File: config.mk
export PLATFORM = sky130hd
export DESIGN_NAME = uart_cmd_framer
export DESIGN_NICKNAME = d
export VERILOG_FILES = /design/src/rtl/uart_cmd_framer.sv
export SDC_FILE = /design/constraint.sdc
export NUM_CORES = 1
export LEC_CHECK = 0
export CAP_MARGIN = 20
export CORE_ASPECT_RATIO = 0.7
export CORE_MARGIN = 2
export CORE_UTILIZATION = 40
export CTS_CLUSTER_DIAMETER = 40
export DETAILED_ROUTE_END_ITERATION = 7
export PLACE_DENSITY = 0.72
export SETUP_SLACK_MARGIN = 0.5
export SLEW_MARGIN = 10
export SYNTH_ARGS = -nofsm -noshare
export SYNTH_HDL_FRONTEND = slang
export SYNTH_SLANG_ARGS = --single-unit
File: constraint.sdc
create_clock -name clock -period 4.1 [get_ports clock]
set_clock_uncertainty 0.05 [all_clocks]
set_input_delay 1.23 -clock clock [delete_from_list [all_inputs] [get_ports clock]]
set_output_delay 1.23 -clock clock [all_outputs]
set_load 0.01 [all_outputs]
File: src/rtl/uart_cmd_framer.sv
// uart_cmd_framer: hunts SYNC_BYTE and frames opcode/len/payload (+checksum when UART_CMD_CHECKSUM_EN) into a held command.
// Latency: cmd_valid_o rises the cycle after the final byte; err_o/err_code_o pulse the cycle after detection.
// Backpressure: command held until cmd_valid_o && cmd_ready_i; bytes arriving meanwhile are dropped with OVERRUN.

module uart_cmd_framer #(
    parameter int         MAX_PAYLOAD    = 8,
    parameter int         TIMEOUT_CLOCKS = 1000,
    parameter logic [7:0] SYNC_BYTE      = 8'hA5,
    localparam int        LW             = $clog2(MAX_PAYLOAD + 1)
) (
    input  logic                     clock,
    input  logic                     reset,
    input  logic [7:0]               byte_i,
    input  logic                     byte_valid_i,
    output logic [7:0]               cmd_opcode_o,
    output logic [LW-1:0]            cmd_len_o,
    output logic [8*MAX_PAYLOAD-1:0] cmd_payload_o,
    output logic                     cmd_valid_o,
    input  logic                     cmd_ready_i,
    output logic                     err_o,
    output logic [1:0]               err_code_o,
    output logic                     busy_o
);

    localparam int         TW          = $clog2(TIMEOUT_CLOCKS);
    localparam logic [TW-1:0] TMO_LAST = TW'(TIMEOUT_CLOCKS - 1);
    localparam logic [7:0] MAX_LEN     = 8'(MAX_PAYLOAD);
    localparam logic [1:0] ERR_LEN     = 2'd0;
`ifdef UART_CMD_CHECKSUM_EN
    localparam logic [1:0] ERR_CSUM    = 2'd1;
`endif
    localparam logic [1:0] ERR_TIMEOUT = 2'd2;
    localparam logic [1:0] ERR_OVERRUN = 2'd3;

    typedef enum logic [2:0] {
        S_SYNC,
        S_OPCODE,
        S_LEN,
        S_PAYLOAD,
`ifdef UART_CMD_CHECKSUM_EN
        S_CSUM,
`endif
        S_HOLD
    } state_t;

`ifdef UART_CMD_CHECKSUM_EN
    localparam state_t BODY_DONE = S_CSUM;
`else
    localparam state_t BODY_DONE = S_HOLD;
`endif

    state_t                        state_q, state_d;
    logic [7:0]                    opcode_q;
    logic [LW-1:0]                 len_q;
    logic [LW-1:0]                 idx_q;
    logic [MAX_PAYLOAD-1:0][7:0]   payload_q;
    logic [TW-1:0]                 tmo_q;
    logic                          frame_start, load_opcode, load_len, store_byte;
    logic                          err_d;
    logic [1:0]                    err_code_d;
    logic                          timed, tmo_expire;
`ifdef UART_CMD_CHECKSUM_EN
    logic [7:0]                    sum_q;
    logic [7:0]                    csum_total;
    assign csum_total = sum_q + byte_i;
`endif

    // Timeout only runs while a frame is partially received.
    always_comb begin
        timed = (state_q == S_OPCODE) || (state_q == S_LEN) || (state_q == S_PAYLOAD);
`ifdef UART_CMD_CHECKSUM_EN
        timed = timed || (state_q == S_CSUM);
`endif
        tmo_expire = timed && !byte_valid_i && (tmo_q == TMO_LAST);
    end

    always_ff @(posedge clock or posedge reset) begin
        if (reset) begin
            state_q <= S_SYNC;
        end else begin
            state_q <= state_d;
        end
    end

    always_comb begin
        state_d     = state_q;
        frame_start = 1'b0;
        load_opcode = 1'b0;
        load_len    = 1'b0;
        store_byte  = 1'b0;
        err_d       = 1'b0;
        err_code_d  = err_code_o;
        case (state_q)
            S_SYNC: begin
                if (byte_valid_i && byte_i == SYNC_BYTE) begin
                    frame_start = 1'b1;
                    state_d     = S_OPCODE;
                end
            end
            S_OPCODE: begin
                if (byte_valid_i) begin
                    load_opcode = 1'b1;
                    state_d     = S_LEN;
                end
            end
            S_LEN: begin
                if (byte_valid_i) begin
                    if (byte_i > MAX_LEN) begin
                        err_d      = 1'b1;
                        err_code_d = ERR_LEN;
                        state_d    = S_SYNC;
                    end else begin
                        load_len = 1'b1;
                        state_d  = (byte_i == 8'd0) ? BODY_DONE : S_PAYLOAD;
                    end
                end
            end
            S_PAYLOAD: begin
                if (byte_valid_i) begin
                    store_byte = 1'b1;
                    if (idx_q == len_q - LW'(1)) begin
                        state_d = BODY_DONE;
                    end
                end
            end
`ifdef UART_CMD_CHECKSUM_EN
            S_CSUM: begin
                if (byte_valid_i) begin
                    if (csum_total == 8'd0) begin
                        state_d = S_HOLD;
                    end else begin
                        err_d      = 1'b1;
                        err_code_d = ERR_CSUM;
                        state_d    = S_SYNC;
                    end
                end
            end
`endif
            S_HOLD: begin
                // A byte here is lost, but a same-cycle handshake still completes.
                if (byte_valid_i) begin
                    err_d      = 1'b1;
                    err_code_d = ERR_OVERRUN;
                end
                if (cmd_ready_i) begin
                    state_d = S_SYNC;
                end
            end
            default: state_d = S_SYNC;
        endcase
        if (tmo_expire) begin
            err_d      = 1'b1;
            err_code_d = ERR_TIMEOUT;
            state_d    = S_SYNC;
        end
    end

    always_ff @(posedge clock or posedge reset) begin
        if (reset) begin
            opcode_q  <= '0;
            len_q     <= '0;
            idx_q     <= '0;
            payload_q <= '0;
`ifdef UART_CMD_CHECKSUM_EN
            sum_q     <= '0;
`endif
        end else begin
            if (frame_start) begin
                opcode_q  <= '0;
                len_q     <= '0;
                idx_q     <= '0;
                payload_q <= '0;
`ifdef UART_CMD_CHECKSUM_EN
                sum_q     <= '0;
`endif
            end
            if (load_opcode) begin
                opcode_q <= byte_i;
            end
            if (load_len) begin
                len_q <= byte_i[LW-1:0];
            end
            if (store_byte) begin
                for (int k = 0; k < MAX_PAYLOAD; k++) begin
                    if (idx_q == LW'(k)) begin
                        payload_q[k] <= byte_i;
                    end
                end
                idx_q <= idx_q + LW'(1);
            end
`ifdef UART_CMD_CHECKSUM_EN
            if (load_opcode || load_len || store_byte) begin
                sum_q <= sum_q + byte_i;
            end
`endif
        end
    end

    always_ff @(posedge clock or posedge reset) begin
        if (reset) begin
            tmo_q <= '0;
        end else if (byte_valid_i || !timed || tmo_expire) begin
            tmo_q <= '0;
        end else begin
            tmo_q <= tmo_q + TW'(1);
        end
    end

    always_ff @(posedge clock or posedge reset) begin
        if (reset) begin
            err_o      <= 1'b0;
            err_code_o <= 2'd0;
        end else begin
            err_o      <= err_d;
            err_code_o <= err_code_d;
        end
    end

    assign cmd_valid_o   = (state_q == S_HOLD);
    assign busy_o        = (state_q != S_SYNC);
    assign cmd_opcode_o  = opcode_q;
    assign cmd_len_o     = len_q;
    assign cmd_payload_o = payload_q;

endmodule

; ---- Yosys cells after proc, flatten, opt, wreduce, memory -nomap -nowiden
; Index checks and enable logic that the tools add are counted.
[word_totals]
mem_count = 0
mem_bits_rw = 0
wordCells = 103
romBits = 0
latchBits = 0
reg_bits = 96
in_bits = 12
out_inout_bits = 81
[classes]
shifts = 0
reduce_logical = 19
n_mux = 43
n_addsub = 3
eq_ne = 22
order_cmp = 1
bitwise = 0
div = 0
multipliers = 0
[op_table]
columns = op, count
row1 = 64-bit 2-to-1 mux, 2
row2 = 8-bit 2-to-1 mux, 10
row3 = 3-bit 2-to-1 mux, 9
row4 = 4-bit by 3-bit == test with 1-bit output (second input constant), 4
row5 = 3-bit case mux with 5 select lines, 1
row6 = 4-bit 2-to-1 mux, 3
row7 = 3-bit inequality test (second input constant), 4
row8 = 1-bit 2-to-1 mux, 11
row9 = 10-bit by 1-bit adder with 10-bit output (second input constant), 1
row10 = 10-bit == test (second input constant), 1
row11 = 10-bit 2-to-1 mux, 1
row12 = 3-bit by 2-bit inequality test with 1-bit output (second input constant), 3
row13 = 4-bit by 2-bit == test with 1-bit output (second input constant), 2
row14 = 8-bit == test (second input constant), 1
row15 = 8-bit by 4-bit > comparator with 1-bit output (second input constant), 1
row16 = 8-bit zero test, 1
row17 = 2-bit 2-to-1 mux, 4
row18 = 3-bit by 2-bit == test with 1-bit output (second input constant), 2
row19 = 6-bit AND reduction, 1
row20 = 2-bit nonzero test, 3
row21 = 3-bit nonzero test, 2
row22 = 4-bit by 1-bit adder with 4-bit output (second input constant), 1
row23 = 4-bit by 1-bit == test with 1-bit output (second input constant), 1
row24 = 4-bit == test, 1
row25 = 12 further kinds, 18

; ---- Depth between registers and ports, before layout
; Gate-level depths: netlist of run 1.
[depth]
depth_word = 7
depth_mapped = 7
depth_no_buf = 7

; ---- Worst setup path after synthesis of run 1
; OpenSTA, ideal clock, no wires.
[synth_path]
path_kind = input to register
from = input byte_i[4]
to = register len_q[0], in the netlist cmd_len_o[0]
cell_stages = 6
setup_ns = 0.121
n_path_buf = 1
required_time_ns = 3.929
t_arrival_ns = 2.347
path_slack_ns = 1.582
cell_sequence = buf_2 nor4_4 nand4b_1 nor2_1 nor2_1 a22o_1
[synth_via]
elab_chain_len = 5
elab_cells_between_ends = 10
cone_classes = 1 x order compare / 1 x eq/ne / 6 x mux / 2 x reduce/logical
[synth_rtl]
columns = item, line
row1 = start: declaration, 13  ; input logic [7:0] byte_i,
row2 = 8-bit by 4-bit > comparator with 1-bit output / 8-bit == test (equally long branches), "108, 95"
row3 = 1-bit 2-to-1 mux / 1-bit logical AND (equally long branches), "108, 95"
row4 = "1-bit 2-to-1 mux, on equally long branches", "107, 95"
row5 = 1-bit 2-to-1 mux, 93  ; case (state_q)
row6 = 4-bit 2-to-1 mux / 2-bit nonzero test (equally long branches), --
row7 = end signal: assignment, 181  ; len_q <= byte_i[LW-1:0];
row8 = end: declaration, 54  ; logic [LW-1:0] len_q;
; Parallel ways exist; a longest one is shown, timed or not.
; A chain may end at the register's enable or synchronous reset.

; ---- Worst setup path after layout of run 1
[layout_path]
from = input byte_i[1]
to = register len_q[3], in the netlist cmd_len_o[3]
; The elaborated chain is that of the path after synthesis.

==> impl_metrics.ini, run 1 <==
[status]
status = completed

[setup_path]
critPathSlowestCell = clkdlybuf4s50_1
startpoint_type = primary input
crit_fanout = 8
end_kind = flop
arrival_ns = 3.44
cp_slowest_stage_delay_ns = 0.63
r2r_cells = 7
critical_path_class = in -> reg
r2r_setup_slack_ns = 1.88
rr_startpoint = cmd_len_o[0]$_DFFE_PP0P_
worst-endpoint-required_ns = 4.28
cp_common_cell = nor2_1
r2r_end = state_q[0]$_DFFE_PP0P_
cp_cell_sequence = clkdlybuf4s50_1, buf_4, o31ai_1, nand4b_1, nor2_1, nor2_1, a22o_1

[global_routing]
grt_pass1_vias = 2950
track_usage_pct = 20.4
antenna_found_initial = 0
grt_max_degree = 51
globalRouteOverflowTotal = 0
grt_pass1_wl_um = 16600

[synthesis]
netlist_instances = 343
ys_dominant_reg_cell = dfrtp_1
synth_fp_nets = 361
synth.top_cell.area_share_pct = 59.5
synthesis.area_um2 = 4040
async_reset_ff_share_pct = 100
yosysWarnings = 0
ys_types = 36
synth_seq_cells = 96
ys_top_cells_by_area = dfrtp_1 (59%), a22o_1 (15%), nand2_1 (2.8%), ha_1 (1.9%), nor2_1 (1.9%)
ys_seq_area_share_pct = 59.5
synth-edff-count = 0
syn_avg_cell_area_um2 = 11.8
synth_top_area_cell = dfrtp_1

[routing]
firstDrtPassIters = 5
drtAntennaViolNets = 0
drc = 0
wire_per_inst_um = 18.9
drt_iter0_drc = 290
vias = 3157
wl_um = 10700
vias_per_cell = 5.58

[pwr]
comb_power_share_pct = 16.6
p_seq_share_pct = 45.2
ir_drop_mv = 0.220
swShare_pct = 26.0
internal-power_uw = 1780
leakage_uw = 0.00243
power_density_nw_per_um2 = 443
clockPowerShare_pct = 38.1
p_switching_uw = 627

[cts]
post_cts_buffers = 0
clk_pin_slew_ns = 0.07
h-tree-depth = 3
cts-root-buf = clkbuf_16
cts_tree = yes
hold_buffers = 0
cts_made_buffers = 9
post_cts_resized = 0
clk_latency_ns = 0.35
cts.sinks = 96
clockBufferDepth = 2

[floorplanning]
core_area_um2 = 9760
start_util_pct = 41.4
die_area_um2 = 10900
io_pins = 93
std_cell_rows = 30
die_y_um = 88.1
die_x_um = 124

[cells_and_area]
drive_above_1_share_pct = 8.90
finalNonFillerCells = 566
post-route-util_pct = 55.8
n_fill_cell = 822
nNetsFinal = 451
multi_input_area_um2 = 1500
regArea_um2 = 2400
antenna_cells = 0
synthToLayoutAreaGrowth_pct = 34.8
final_cell_area_um2 = 5440

[min_path]
holdPathStages = 1
hold_class = reg -> reg
min_from = tmo_q[0]$_DFF_PP0_
whs_endpoint = tmo_q[0]$_DFF_PP0_

[place]
place_area_um2 = 5090
numPlacedInstances = 549
place_hpwl_um = 7240
portBuffers = 92
gp_congestion = 0.906
pre_cts_ws_ns = 0.561

[timing]
slew_headroom_pct = 47.9
clock.fmax_mhz = 307
timing.final.crit_share_pct = 79.5
grt_setup_unrepaired = false
slew_viol_final = 0
tns_ns = 0
worstMarginPinSlew_ns = 0.779
period_needed_ns = 3.26
worst_slack_ns = 0.841
setup_viol = 0
finalHoldViolations = 0

[job]
cap_violations = 0
==> placed cells by master (no fill, tap or decap), drive strengths merged, types with 3 or more instances in the layout <==
| cell | synthesis | final |
|---|---|---|
| inv | 7 | 8 |
| clkbuf | 9 | 10 |
| a21oi | 5 | 5 |
| nor2 | 26 | 26 |
| nor3 | 7 | 7 |
| nand4 | 3 | 3 |
| xnor2 | 6 | 6 |
| dfrtp | 96 | 96 |
| buf | 14 | 10 |
| a22o | 68 | 68 |
| o21ai | 13 | 13 |
| xor2 | 8 | 8 |
| nand3 | 10 | 10 |
| and2 | 5 | 5 |
| nand2 | 30 | 30 |
| ha | 6 | 6 |
| and3 | 9 | 9 |
| clkdlybuf4s50 | 0 | 92 |
==> worst max-delay path, delay by kind of cell <==
family          cells  cell delay, ns
buf+inv             2            0.92
simple gates        3            0.65
compound gates      2            0.62
==> cells by family (layout without fill, tap and decap cells) <==
logic type | Yosys count | after routing | share of synthesized area, %
muxes | 2 | 2 | 0.527
DFF | 96 | 96 | 59.5
buffers and inverters | 30 | 125 | 3.35
adders and majority gates | 6 | 6 | 1.86
xor gates and xnor gates | 14 | 14 | 3.04
and+or+nand+nor | 103 | 103 | 13.6
AOI/OAI and AO/OA | 92 | 92 | 18.1
==> worst max path at each step <==
stage | startpoint | endpoint | slack, ns | depth (start not counted)
CTS | byte_i[5] | cmd_opcode_o[5]$_DFFE_PP0P_ | 0.91 | 6
detailed placement | byte_i[5] | cmd_len_o[2]$_DFFE_PP0P_ | 0.56 | 6
floorplan | byte_i[4] | cmd_len_o[0]$_DFFE_PP0P_ | 1.58 | 6
global route | byte_i[1] | cmd_len_o[3]$_DFFE_PP0P_ | 0.71 | 7
finish | byte_i[1] | cmd_len_o[3]$_DFFE_PP0P_ | 0.84 | 7
global placement | byte_i[5] | idx_q[0]$_DFFE_PP0P_ | 0.64 | 6
==> synth_stat cells, types with 2 or more instances <==
library cell / count
nand3_1: 10
xnor2_1: 6
o21ai_0: 13
a21oi_1: 5
nand2b_1: 2
nor3_1: 6
xor2_1: 8
inv_1: 7
nand4b_1: 2
a2111oi_0: 2
dfrtp_1: 96
nor2_2: 6
buf_4: 2
nand4_1: 3
nor2_1: 20
nand2_1: 30
and3_1: 9
ha_1: 6
a22o_1: 68
nor4bb_1: 2
o31ai_1: 2
buf_2: 12
and2_1: 5
clkbuf_1: 9
==> cell type report <==
type | instances | area share [%]
Clock inverter | 6 | 1.66
Inverter | 7 | 0.552
Timing Repair Buffer | 102 | 18.8
Sequential cell | 96 | 44.1
Clock buffer | 10 | 4.39
Multi-Input combinational cell | 217 | 27.6
Tap cell | 128 | 2.94
==> power groups by stage <==
stage / clock [µW] / sequential, µW / combinational, µW
after CTS: 935 / 1090 / 402
final: 919 / 1090 / 401
after detailed placement: 0 / 1110 / 399
after global routing: 981 / 1100 / 440
after global placement: 0 / 1100 / 387
after floorplan: 0 / 1120 / 175
==> through the flow <==
step / hold WS, ns / total power (µW)
3_3_place_gp: 0.435 / 1490
2_1_floorplan: 0.405 / 1290
6_report: 0.450 / 2410
3_5_place_dp: 0.431 / 1510
4_1_cts: 0.447 / 2430
5_1_grt: 0.471 / 2520
==> registers in the layout, indices dropped and copies added, names as in the netlist <==
| signal | flops |
|---|---|
| state_q | 3 |
| idx_q | 4 |
| cmd_payload_o | 64 |
| err_o | 1 |
| tmo_q | 10 |
| cmd_len_o | 4 |
| cmd_opcode_o | 8 |
| err_code_o | 2 |
==> per-layer routing <==
layer	vias up	track usage (%)	routed length (µm)
met5	-	0	0
met1	1586	32.6	5350
met3	8	5.73	870
met4	0	4.60	93
met2	144	27.1	4390
li1	1419	-	-
(Power assumes the default switching activity.)
==> inputs of run 2 (changes only) <==
==> constraint.sdc (replaced) <==
create_clock -name clock -period 3.1 [get_ports clock]
set_clock_uncertainty 0.05 [all_clocks]
set_input_delay 0.93 -clock clock [delete_from_list [all_inputs] [get_ports clock]]
set_output_delay 0.93 -clock clock [all_outputs]
set_load 0.01 [all_outputs]
==> run 2 against run 1 <==
Net effect: combinational power rose by 33%; critical endpoint is now err_code_o[1]$_DFFE_PP0P_; worst hold slack barely moved; die area did not move; power rose by 29%; global-route usage barely moved; clock power rose by 23%; highest routed layer unchanged.
==> impl_metrics.ini, run 2 (synthesis results as in run 1) <==
[place]
portBuffers = 92
place_area_um2 = 5230
place_hpwl_um = 7520
gp_congestion = 0.834

[pwr]
internal-power_uw = 2270
power_density_nw_per_um2 = 558
leakage_uw = 0.00254
p_switching_uw = 838
power_uw = 3110
clockPowerShare_pct = 36.4
comb_power_share_pct = 17.2
swShare_pct = 27.0
p_seq_share_pct = 46.4
ir_drop_mv = 0.281

[setup_path]
timing.critical_path.buf_inv = 2
cp_common_cell = nand2_1
end_kind = flop
critical_path_class = in -> reg
arrival_ns = 2.76
crit_fanout = 6
worst-endpoint-required_ns = 3.27
rr_startpoint = cmd_len_o[0]$_DFFE_PP0P_
startpoint_type = primary input
r2r_setup_slack_ns = 1.00
cp_top_family = buffers and inverters
cp_cell_sequence = clkdlybuf4s50_1, buf_4, o31ai_2, a2111oi_1, nand2_1, nand2_1, nand3_1
r2r_cells = 7
r2r_end = state_q[0]$_DFFE_PP0P_
cp_slowest_stage_delay_ns = 0.62
critPathSlowestCell = a2111oi_1

[cells_and_area]
largest_reg_flops = 64
final_common_cell = dfrtp_1
nNetsFinal = 467
antenna_cells = 0
synthToLayoutAreaGrowth_pct = 37.9
final_cell_area_um2 = 5570
most-common-layout-cells = dfrtp_1 (93), clkdlybuf4s50_1 (87), a22o_1 (68)
drive_above_1_share_pct = 13.2

[status]
status = completed

[global_routing]
grt_use_met3_pct = 4.75
grt_max_degree = 97
use_met1_pct = 32.8
grtUsageMet2_pct = 28.0
antenna_found_initial = 0
grt_pass1_wl_um = 16800
grt_busiest_layer = met1
track_usage_pct = 20.4
globalRouteOverflowTotal = 0
grt_pass1_vias = 3072

[cts]
clk_pin_slew_ns = 0.07
cts_tree = yes
post_cts_buffers = 0
cts.sinks = 96
cts-root-buf = clkbuf_16
clk_latency_ns = 0.34
h-tree-depth = 3
clockBufferDepth = 2
cts_made_buffers = 9

[routing]
vias_per_cell = 5.38
drt_iter0_drc = 273
drc = 0
vias = 3131
drtAntennaViolNets = 0
firstDrtPassIters = 5
wire_per_inst_um = 18.4
wl_um = 10700

[timing]
worstMarginPinSlew_ns = 0.583
slew_headroom_pct = 61.0
clock.fmax_mhz = 385
finalHoldViolations = 0
timing.final.crit_share_pct = 83.8
period_needed_ns = 2.60
grt_setup_unrepaired = true
tns_ns = 0
slew_viol_final = 0
setup_viol = 0

[job]
cap_violations = 0

[floorplanning]
start_util_pct = 41.4
io_pins = 93
std_cell_rows = 30
core_area_um2 = 9760
die_area_um2 = 10900
die_y_um = 88.1
die_x_um = 124

[min_path]
hold_class = reg -> reg
whs_endpoint = cmd_payload_o[21]$_DFF_PP0_
holdPathStages = 1
min_from = cmd_payload_o[21]$_DFF_PP0_
[run 2: cell count changes in the layout (fill, tap and decap cells not counted), moves of 3 or more]
cell / previous run / this run
clkdlybuf4s50_1: 92 / 87
dfrtp_1: 96 / 93
dfrtp_2: 0 / 3
buf_4: 8 / 24
dlymetal6s2s_1: 0 / 4
[run 2: worst max-delay path by stage]
stage                                           end  cells after the start                    from  slack [ns]
final                     err_code_o[1]$_DFFE_PP0P_                      7               byte_i[2]        0.50
after global routing         state_q[0]$_DFFE_PP0P_                      7               byte_i[2]        0.48
after CTS                               cmd_valid_o                      4  state_q[1]$_DFFE_PP0P_        0.40
after detailed placement  err_code_o[1]$_DFFE_PP0P_                      6               byte_i[1]        0.13
after global placement         idx_q[0]$_DFFE_PP0P_                      6               byte_i[1]        0.22
after floorplan            cmd_len_o[0]$_DFFE_PP0P_                      6               byte_i[4]        0.88
[run 2: layout make-up]
class	count	area, µm²
fillers	833	4190
flip-flops and latches	96	2410
multi-input cells	217	1520
repair buffers	118	1150
clock buffers	10	229
well taps	128	160
clock inverters	6	73.8
inverters	7	30.0
[run 2: what timing repair did]
item | 4_1_cts | 5_1_grt
endpoints found under the setup margin | 4 | 74
cloned | 0 | 0
hold buffers | 0 | 0
gates resized for setup | 5 | 8
[run 2: per-stage QoR]
step           worst slack [ns]  utilization (%)  cells  hold WS [ns]
2_1_floorplan             0.882                -    343         0.405
3_3_place_gp              0.223             53.6    566         0.432
3_5_place_dp              0.127             53.6    566         0.434
4_1_cts                   0.398             56.8    582         0.456
5_1_grt                   0.480             57.1    582         0.461
6_report                  0.503             57.1    582         0.451
[run 2: per-layer routing]
metal  vias to the layer above  routed length [µm]
met5                         -                   0
met4                         0                  42
met3                         5                 737
met2                       116                4480
met1                      1558                5440
li1                       1452                   -
[run 2: power groups by stage]
stage / Combinational (µW) / Clock [µW] / Sequential [µW]
after floorplan: 231 / 0 / 1480
after global placement: 523 / 0 / 1460
after detailed placement: 537 / 0 / 1460
after CTS: 537 / 1150 / 1440
after global routing: 588 / 1220 / 1460
final: 534 / 1130 / 1440
[run 2: worst register-to-register path, cell delays in order, from the launching register on]
cell	delay [ns]
dfrtp_1	0.45
inv_1	0.07
ha_1	0.21
xnor2_1	0.20
o211ai_1	0.11
a2111oi_0	0.44
nor3_1	0.17
mux2_2	0.30
